$ cat src/rtl/window_scan_sequencer.sv
// Address sequencer for a 12x12 feature map. It walks four quadrants, each split into
// non-overlapping WIN x WIN windows, and drives the strobes of an external column counter.
module window_scan_sequencer #(
  parameter int WIN   = 3,
  parameter int QUAD  = 6,
  parameter int IDX_W = 4
) (
  input  logic             clock,
  input  logic             reset_n,
  input  logic             start,
  input  logic             pixel_ready,
  input  logic             new_quadrant_row,
  output logic             en,
  output logic             clear,
  output logic             new_row,
  output logic             new_vector,
  output logic [1:0]       quadrant,
  output logic             quadrant_lsb,
  output logic [IDX_W-1:0] row_index,
  output logic             pixel_valid,
  output logic             busy,
  output logic             done,
  output logic             sync_err
);

  localparam int NWIN = QUAD / WIN;
  localparam int PW   = (WIN  > 1) ? $clog2(WIN)  : 1;
  localparam int WW   = (NWIN > 1) ? $clog2(NWIN) : 1;

  localparam logic [PW-1:0] LAST_PIX = PW'(WIN - 1);
  localparam logic [WW-1:0] LAST_WIN = WW'(NWIN - 1);

  typedef enum logic [1:0] {IDLE, CLR, SCAN, FIN} state_t;

  state_t        state, state_nxt;
  logic [1:0]    quad_q, quad_nxt;
  logic [WW-1:0] wr_q, wr_nxt, wc_q, wc_nxt;
  logic [PW-1:0] r_q, r_nxt, c_q, c_nxt;
  logic          sync_q, sync_nxt;

  logic [IDX_W-1:0] base_row;
  logic [IDX_W-1:0] win_row;

  assign base_row = quad_q[1] ? IDX_W'(QUAD) : '0;
  assign win_row  = IDX_W'(WIN) * IDX_W'(wr_q);

  assign quadrant     = quad_q;
  assign quadrant_lsb = quad_q[0];
  assign sync_err     = sync_q;

  // NOTE: every signal written here gets a default first, so no path leaves one
  // unassigned and no latch is inferred.
  always_comb begin
    state_nxt   = state;
    quad_nxt    = quad_q;
    wr_nxt      = wr_q;
    wc_nxt      = wc_q;
    r_nxt       = r_q;
    c_nxt       = c_q;
    sync_nxt    = sync_q;
    en          = 1'b0;
    clear       = 1'b0;
    new_row     = 1'b0;
    new_vector  = 1'b0;
    pixel_valid = 1'b0;
    done        = 1'b0;
    busy        = (state != IDLE);
    row_index   = '0;

    case (state)
      IDLE: begin
        if (start) begin
          state_nxt = CLR;
          quad_nxt  = 2'd0;
          sync_nxt  = 1'b0;
        end
      end

      CLR: begin
        clear     = 1'b1;
        row_index = base_row;
        wr_nxt    = '0;
        wc_nxt    = '0;
        r_nxt     = '0;
        c_nxt     = '0;
        state_nxt = SCAN;
      end

      SCAN: begin
        pixel_valid = 1'b1;
        row_index   = base_row + win_row + IDX_W'(r_q);
        if (pixel_ready) begin
          en = 1'b1;
          if (c_q != LAST_PIX) begin
            c_nxt = c_q + 1'b1;
          end else if (r_q != LAST_PIX) begin
            new_row = 1'b1;
            c_nxt   = '0;
            r_nxt   = r_q + 1'b1;
          end else begin
            new_vector = 1'b1;
            c_nxt      = '0;
            r_nxt      = '0;
            // The counter flags the last window column of a quadrant row; it must agree.
            if (new_quadrant_row != (wc_q == LAST_WIN)) sync_nxt = 1'b1;
            if (wc_q != LAST_WIN) begin
              wc_nxt = wc_q + 1'b1;
            end else begin
              wc_nxt = '0;
              if (wr_q != LAST_WIN) begin
                wr_nxt = wr_q + 1'b1;
              end else begin
                wr_nxt = '0;
                if (quad_q == 2'd3) begin
                  state_nxt = FIN;
                end else begin
                  quad_nxt  = quad_q + 2'd1;
                  state_nxt = CLR;
                end
              end
            end
          end
        end
      end

      FIN: begin
        done      = 1'b1;
        quad_nxt  = 2'd0;
        state_nxt = IDLE;
      end

      default: state_nxt = IDLE;
    endcase
  end

  // NOTE: state registers use non-blocking assignments so every flop samples the
  // pre-edge values computed above, independent of statement order.
  always_ff @(posedge clock) begin
    if (!reset_n) begin
      state  <= IDLE;
      quad_q <= 2'd0;
      wr_q   <= '0;
      wc_q   <= '0;
      r_q    <= '0;
      c_q    <= '0;
      sync_q <= 1'b0;
    end else begin
      state  <= state_nxt;
      quad_q <= quad_nxt;
      wr_q   <= wr_nxt;
      wc_q   <= wc_nxt;
      r_q    <= r_nxt;
      c_q    <= c_nxt;
      sync_q <= sync_nxt;
    end
  end

endmodule

$ cat config.mk
export PLATFORM = sky130hd
export DESIGN_NAME = window_scan_sequencer
export DESIGN_NICKNAME = d
export VERILOG_FILES = /design/src/rtl/window_scan_sequencer.sv
export SDC_FILE = /design/constraint.sdc
export NUM_CORES = 1
export LEC_CHECK = 0
export CAP_MARGIN = 10
export CORE_AREA = 10 10 55 57
export CTS_CLUSTER_SIZE = 8
export DETAILED_ROUTE_END_ITERATION = 10
export DIE_AREA = 0 0 65 67
export HOLD_SLACK_MARGIN = 0.03
export PLACE_DENSITY_LB_ADDON = 0.15
export SYNTH_ARGS = -nofsm -noshare
export SYNTH_HDL_FRONTEND = slang
export SYNTH_SLANG_ARGS = --single-unit
$ cat constraint.sdc
create_clock -name clock -period 3.2 [get_ports clock]
set_input_delay 0.32 -clock clock [delete_from_list [all_inputs] [get_ports clock]]
set_output_delay 0.32 -clock clock [all_outputs]
set_load 0.1 [all_outputs]
==> results summary, run 1 <==
The number of buffers inserted by port buffering is 19. The finished layout holds 152 standard cells, fillers aside. The clock period minus final worst setup slack is 2.70 ns.

The worst setup slack after placement is 0.801 ns. The largest net degree at the start of global routing is 21. After detailed routing, the total wire length is 2100 um.

TritonCTS built the clock tree. Clock tree synthesis inserted a total of 3 buffers. The post-synthesis cell area came out at 870 um^2.

The global routing usage summed across all routing layers came out at 0.101. The commonest cells after synthesis are sky130_fd_sc_hd__dfxtp_1 (11), sky130_fd_sc_hd__ha_1 (9), sky130_fd_sc_hd__inv_1 (8), sky130_fd_sc_hd__nor2_1 (8). Of all nets on the critical path, the largest fanout is 6. The synthesized net count is 122. The number of top-level pins is 20. In this run, synthesis inferred 0 flip-flops with an integrated enable. The min-delay analysis places its worst path in the category reg -> reg. The aggregate global routing overflow is 0.

The max-slew violation count was 0. The number of antenna violations at the first check in global routing came to 0. Of the total power, registers draw 0.283. In this run the horizontal extent of the chip is 65 um.

In the finished design, the share of the clock period the worst path needs comes to 0.843. For the final database, setup skew stands at 0.00151 ns. The clock power share is 0.173. The final-report setup violation count is 0. The placed wire-length estimate came out at 1600 um. The post-synthesis sequential area ratio came out at 0.253.

Measured along the y axis, the die boundary spans 67 um. The area of placed instances came out at 0.00107 mm^2. At the end of routability-driven placement, the weighted congestion stood at 0.839. The number of DRC markers after the initial detailed-route iteration came out at 31. VDD sags by at most 0.642 mV.

CTS saw 11 sinks. The worst setup path is captured at an output port. The synthesized area per cell is 8.20 um^2. In the final routed layout, each cell accounts on average for 13.8 um. Across all setup checks in the final design, the least slack found is 0.502 ns. The count of H-tree levels built during CTS came out at 1.

Once the clock tree was built, the resizer swapped 0 gates to a different size. Setup total negative slack on the finished layout was measured at 0 ns. The via count of the first global-routing pass is 768. For the worst setup path, the data required time is 2.88 ns. The number of flip-flops and latches in the synthesized netlist came out at 11. For the worst-skew pair, the clock arrives at the later sink with an insertion delay of 0.28 ns. The via count came out at 826. The arrival time of data at the critical path endpoint is 2.38 ns. The detailed-route DRC error count came out at 0. The number of placed instances with taps included came out at 148.

The share of synthesized area in the top cell type comes to 0.253. For this design the static power due to leakage is 0.457 nW. Of all flip-flops after synthesis, the portion carrying an async set or reset was 0. The number of different library cells in the post-synthesis netlist came out at 38. The run finished with clean final reports. The switching power summed over all nets came out at 0.296 mW. Synthesis produced a netlist whose cell count is 106. Of the total power, combinational logic draws 0.545. The die area is 0.00436 mm^2. Dividing total power by cell area gives a power density of 527 mW/mm^2. The area taken by flip-flops and latches came out at 221 um^2.

The transition at the pin with the smallest max-transition slack is 0.973 ns. The top cell type by total area after synthesis is sky130_fd_sc_hd__dfxtp_1. The number of antenna repair diodes came out at 0.

Setup repair after global routing left no endpoint under its margin. The initialized floorplan defines 16 standard-cell rows. The root buffer cell chosen for the clock tree is sky130_fd_sc_hd__clkbuf_4.

Hold timing on the final database bottoms out at a slack of 0.501 ns. The number of buffers added to fix hold violations after cts came out at 0. The wire length of the first global-routing pass came out at 3510 um. The post-detailed-route count of antenna-violating nets came out at 0.

The clock transition at the registers of the reported paths came out at 0.07 ns. The most common cell in the synthesized netlist is sky130_fd_sc_hd__dfxtp_1. The predominant post-synthesis flop cell is sky130_fd_sc_hd__dfxtp_1.

The switching power as a share of total power is 0.514. Headroom to the max-slew limit came out at 0.349. The layout has 195 filler cells. The type of origin of the critical path is a flip-flop. After synthesis, the cell types taking the most area are sky130_fd_sc_hd__dfxtp_1 (25%), sky130_fd_sc_hd__ha_1 (13%), sky130_fd_sc_hd__fa_1 (4.6%). The number of maximum-capacitance violations is 0. The final instance area came out at 0.00109 mm^2. The number of warning messages in the yosys log is 0. The category of the most critical setup path is reg -> out. The number of detailed-route iterations in the first pass came out at 4. The core region area is 0.00194 mm^2. Of the cells placed in the final design, the portion with a size suffix greater than 1 is 0.152.

In the routed layout, each cell is associated on average with a via count of 5.43. The initial utilization of the core area, before any placement, comes to 0.448. The multi-input gate area in the final layout is 607 um^2. Once the clock tree was built, the setup fixing pass inserted 0 buffers.

The layout net count is 142. The number of endpoints with negative hold slack in the final report is 0. The maximum buffer depth of the clock tree is 2.

Relative to the synthesized area, the layout overhead comes to 25.8%. Timing would allow up to 371 MHz. Cell internal power was estimated by the tool at 0.280 mW.
metal layers:
metal,GRT usage,share of wire
met4,0.0588,0.026
met1,0.119,0.46
met3,0.0401,0.079
met5,0,0
met2,0.153,0.43
sequential cells by signal (all words and copies together) (netlist names):
register  count
c_q           2
wr_q          1
sync_err      1
state         2
r_q           2
quadrant      2
wc_q          1
power groups by stage:
stage	Clock [mW]	Combinational (mW)	Sequential [mW]
final	0.0996	0.314	0.163
after global routing	0.108	0.334	0.166
after CTS	0.101	0.313	0.163
after detailed placement	0	0.312	0.167
after global placement	0	0.311	0.166
after floorplan	0	0.252	0.163
cell families (layout without fill, tap and decap cells):
kind of cell | after synthesis | count (layout) | synth area share
DFF | 11 | 11 | 0.253
adders and majority gates | 11 | 11 | 0.176
buffers and inverters | 12 | 31 | 0.0561
xor gates and xnor gates | 1 | 1 | 0.0101
AOI/OAI and AO/OA | 26 | 26 | 0.183
and+or+nand+nor | 45 | 45 | 0.322
placed cells by master (no fill, tap or decap), drive strengths merged, types with 2 or more instances in the layout:
cell type       n
nand4           2
o21ai           6
nand2           7
nand2b          4
nor4b           2
ha              9
buf            11
clkdlybuf4s50   8
a31oi           5
nand3           2
inv             8
nor2b           5
clkbuf          4
and2            2
dfxtp          11
nor2            8
a21oi           7
o22ai           2
fa              2
critical path, stage by stage, from the launching register on:
cell and delay [ns]:
sky130_fd_sc_hd__dfxtp_1 0.47, sky130_fd_sc_hd__fa_1 0.46, sky130_fd_sc_hd__ha_1 0.21, sky130_fd_sc_hd__inv_1 0.06, sky130_fd_sc_hd__fa_1 0.39, sky130_fd_sc_hd__o21ai_0 0.13
sky130_fd_sc_hd__and2_1 0.19, sky130_fd_sc_hd__buf_12 0.18
worst paths after layout:
kind                  from           end  slack (ns)  cells after the start
setup / recovery      wr_q  row_index[2]        0.50                      7
hold / removal    sync_err      sync_err        0.50                      2
setup reg to reg  state[0]   quadrant[0]        1.09                      5
hold reg to reg   sync_err      sync_err        0.50                      2
cell type report:
cell class,instances,area share
clock buffer,4,0.0240
inverter,8,0.0275
multi-input combinational,83,0.555
sequential,11,0.203
tap,27,0.0309
timing repair buffer,19,0.160
per-stage QoR:
step	util	total power, mW
after floorplan	-	0.414
after global placement	0.550	0.477
after detailed placement	0.550	0.478
after CTS	0.563	0.577
after global routing	0.563	0.607
final	0.563	0.576
Note: power is estimated with default switching activity, not from simulation.
==> run 2: changes to the inputs <==
- CORE_AREA: 10 10 55 57 -> 10 10 56 58
- DIE_AREA: 0 0 65 67 -> 0 0 66 68
- clock period: 3.2 -> 2.25 ns (I/O delays scaled with it)
==> run 2 against run 1 <==
  * The run now ends with setup timing left
  * Sequential power up 42%
  * Final cell count up 3.9%
  * Global-route usage up 0.33 points
  * Critical path depth unchanged
  * Cell area rose by 16%
  * Via count up 4.6%
  * First-iteration DRC count down 42%
  * Sequential share of layout area fell by 2.5 points
  * Core utilization increased by 4.2 points
  * Critical path type unchanged
==> results summary, run 2 (same netlist as run 1, synthesis figures left out) <==
The leakage dissipation came to 0.513 nW (was 0.457 nW). The switching power as a share of total power came out at 0.500 (was 0.514). The transition at the pin with the smallest max-transition slack is 0.329 ns (was 0.973 ns).

The number of antenna repair diodes came out at 0 (unchanged). The peak clock frequency supported by timing is 403 MHz. The power share of the combinational group is 0.579 (was 0.545).

The placement row count came to 17 (was 16). The core region area came to 0.00211 mm^2 (was 0.00194 mm^2). The worst-case headroom to the max-slew limit was 0.780 (was 0.349). The placed wire-length estimate is 1810 um (was 1600 um). The area taken by flip-flops and latches is 226 um^2 (was 221 um^2). The maximum buffer depth of the clock tree was 2 (unchanged). The post-route worst hold slack came out at 0.487 ns (was 0.501 ns). The final instance area came out at 0.00127 mm^2 (was 0.00109 mm^2). The via count is 864 (was 826).

The max-slew violation count came out at 0 (unchanged). The power density over cell area was 704 mW/mm^2 (was 527 mW/mm^2). The critical path data required time is 2.03 ns (was 2.88 ns). The layout net count came to 147 (was 142). The detailed-route DRC error count is 0 (unchanged). The post-detailed-route count of antenna-violating nets is 0 (unchanged). The number of top-level pins came out at 20 (unchanged).

The clock transition at the registers of the reported paths came out at 0.08 ns (was 0.07 ns). The clock power share came out at 0.162 (was 0.173). The sequential cell fraction of total power came out at 0.259 (was 0.283).

The worst ir drop on vdd is 0.903 mV (was 0.642 mV). The area growth from synthesis to layout came out at 46.5% (was 25.8%). The post-route worst setup slack came out at -0.233 ns (was 0.502 ns). The root buffer cell was sky130_fd_sc_hd__clkbuf_4 (unchanged). The wire length of the first global-routing pass came out at 3750 um (was 3510 um). The type of origin of the critical path is a flip-flop (unchanged). The global routing usage summed across all routing layers is 0.105 (was 0.101).

The die span in x came out at 66 um (was 65 um). Dividing the final minimum period by the clock period gives 1.10. The final-report setup violation count is 1 (was 0). The detail-routed via count per cell is 5.47 (was 5.43). The total routed wirelength came out at 2330 um (was 2100 um).

The number of detailed-route iterations in the first pass came out at 4 (unchanged). The class of the tightest hold or removal check was reg -> reg (unchanged). The number of maximum-capacitance violations is 0 (unchanged). The number of filler cells placed in the layout is 195 (unchanged).

The global placement routability congestion came out at 0.782 (was 0.839). Outcome: complete, but fails checks (was complete, no violations). The count of H-tree levels built during CTS is 1 (unchanged). The total clock buffers created by CTS was 3 (unchanged). The number of endpoints with negative hold slack in the final report is 0 (unchanged). The aggregate global routing overflow is 0 (unchanged). The number of buffers added to fix hold violations after cts came out at 0 (unchanged). The average wire per cell in the routed design came to 14.8 um (was 13.8 um). The arrival time of data at the critical path endpoint is 2.26 ns (was 2.38 ns). The via count of the first global-routing pass is 867 (was 768). The library cell contributing the largest single delay on the critical path is sky130_fd_sc_hd__fa_1 (was sky130_fd_sc_hd__dfxtp_1). The internal power summed over all cells came out at 0.448 mW (was 0.280 mW). The number of sinks handled by clock tree synthesis came out at 11 (unchanged). The multi-input gate area in the final layout was 666 um^2 (was 607 um^2). The element type at the critical path end is an output port (unchanged). The fraction of final layout cells with drive strength greater than 1 is 0.323 (was 0.152). The biggest cell delay along the critical path came to 0.55 ns (was 0.47 ns). The switching power summed over all nets is 0.448 mW (was 0.296 mW). The number of buffers inserted by port buffering is 19 (unchanged). The final worst clock skew is 0.00675 ns (was 0.00151 ns). The buffers inserted during post-CTS setup optimization is 0 (unchanged). The die extent in y came out at 68 um (was 67 um). Leaving out fill and tap cells, the most frequent cell in the layout is sky130_fd_sc_hd__buf_4. The starting utilization of the core area came out at 0.413 (was 0.448). Highest-count cells in the layout ignoring fill and taps: sky130_fd_sc_hd__buf_4 (12), sky130_fd_sc_hd__dfxtp_1 (8), sky130_fd_sc_hd__buf_12 (8) (was sky130_fd_sc_hd__dfxtp_1 (10), sky130_fd_sc_hd__buf_4 (10), sky130_fd_sc_hd__ha_1 (9)). RSZ-0062 raised after global routing: true (was false).

The die area came out at 0.00449 mm^2 (was 0.00436 mm^2). The clock period minus final worst setup slack came out at 2.48 ns. The category of the most critical setup path is reg -> out (unchanged). The number of antenna violations at the first check in global routing is 0 (unchanged). The largest net degree at the start of global routing is 21 (unchanged). The area of placed instances is 0.00124 mm^2 (was 0.00107 mm^2). The checks that failed: setup timing. The CTS tree was built (unchanged). The number of DRC markers after the initial detailed-route iteration came to 18 (was 31). The maximum fanout along the worst path came out at 2 (was 6). Crit-path cells: fa_1 -> ha_2 -> inv_2 -> fa_2 -> o21ai_2 -> and2_4 -> buf_12 (was fa_1 -> ha_1 -> inv_1 -> fa_1 -> o21ai_0 -> and2_1 -> buf_12). The insertion delay to the later sink of the worst-skew pair is 0.28 ns (about the same).
run 2: worst paths after layout:
check,slack [ns],cells after the start,endpoint,from
max,-0.23,7,row_index[2],r_q[1]
max reg2reg,0.36,5,quadrant[0],r_q[1]
min,0.49,2,sync_err,sync_err
min reg2reg,0.49,2,sync_err,sync_err
run 2: final cells by class:
class                   count  area share
clock buffers               4      0.0206
inverters                   8      0.0236
multi-input cells          83       0.523
flip-flops and latches     11       0.178
well taps                  28      0.0275
repair buffers             24       0.228
run 2: per-layer routing:
layer  vias to the layer above  global-route usage  part of all wire
li1                        427                   -                 -
met1                       415               0.110              0.44
met2                        18               0.185              0.49
met3                         4              0.0440             0.065
met4                         0              0.0366            0.0094
met5                         -                   0                 0
run 2: timing repair:
action	4_1_cts	5_1_grt
gates resized for setup	2	2
pin swaps	1	0
endpoints found under the setup margin	2	2
run 2: power by group through the flow:
| stage | Sequential (mW) | Clock [mW] | Combinational (mW) |
|---|---|---|---|
| after global placement | 0.234 | 0 | 0.508 |
| after floorplan | 0.233 | 0 | 0.382 |
| after global routing | 0.235 | 0.155 | 0.552 |
| after CTS | 0.232 | 0.145 | 0.516 |
| final | 0.232 | 0.145 | 0.519 |
| after detailed placement | 0.235 | 0 | 0.516 |
run 2: worst max-delay path, delay by kind of cell (launching register included):
| kind | cells | cell delay, ns |
|---|---|---|
| adders and majority gates | 3 | 1.25 |
| buffers and inverters | 2 | 0.20 |
| and+or+nand+nor | 1 | 0.16 |
| AOI/OAI and AO/OA | 1 | 0.05 |
| DFF | 1 | 0.33 |
run 2: metrics by stage:
step                power (mW)  TNS [ns]  setup slack (ns)  instances  utilization
floorplan                0.615   -0.0949           -0.0602        106            -
global placement         0.742         0             0.113        154        0.588
detailed placement       0.752         0            0.0271        154        0.588
CTS                      0.893    -0.249            -0.249        158        0.602
global route             0.943    -0.303            -0.282        158        0.605
finish                   0.896    -0.233            -0.233        158        0.605
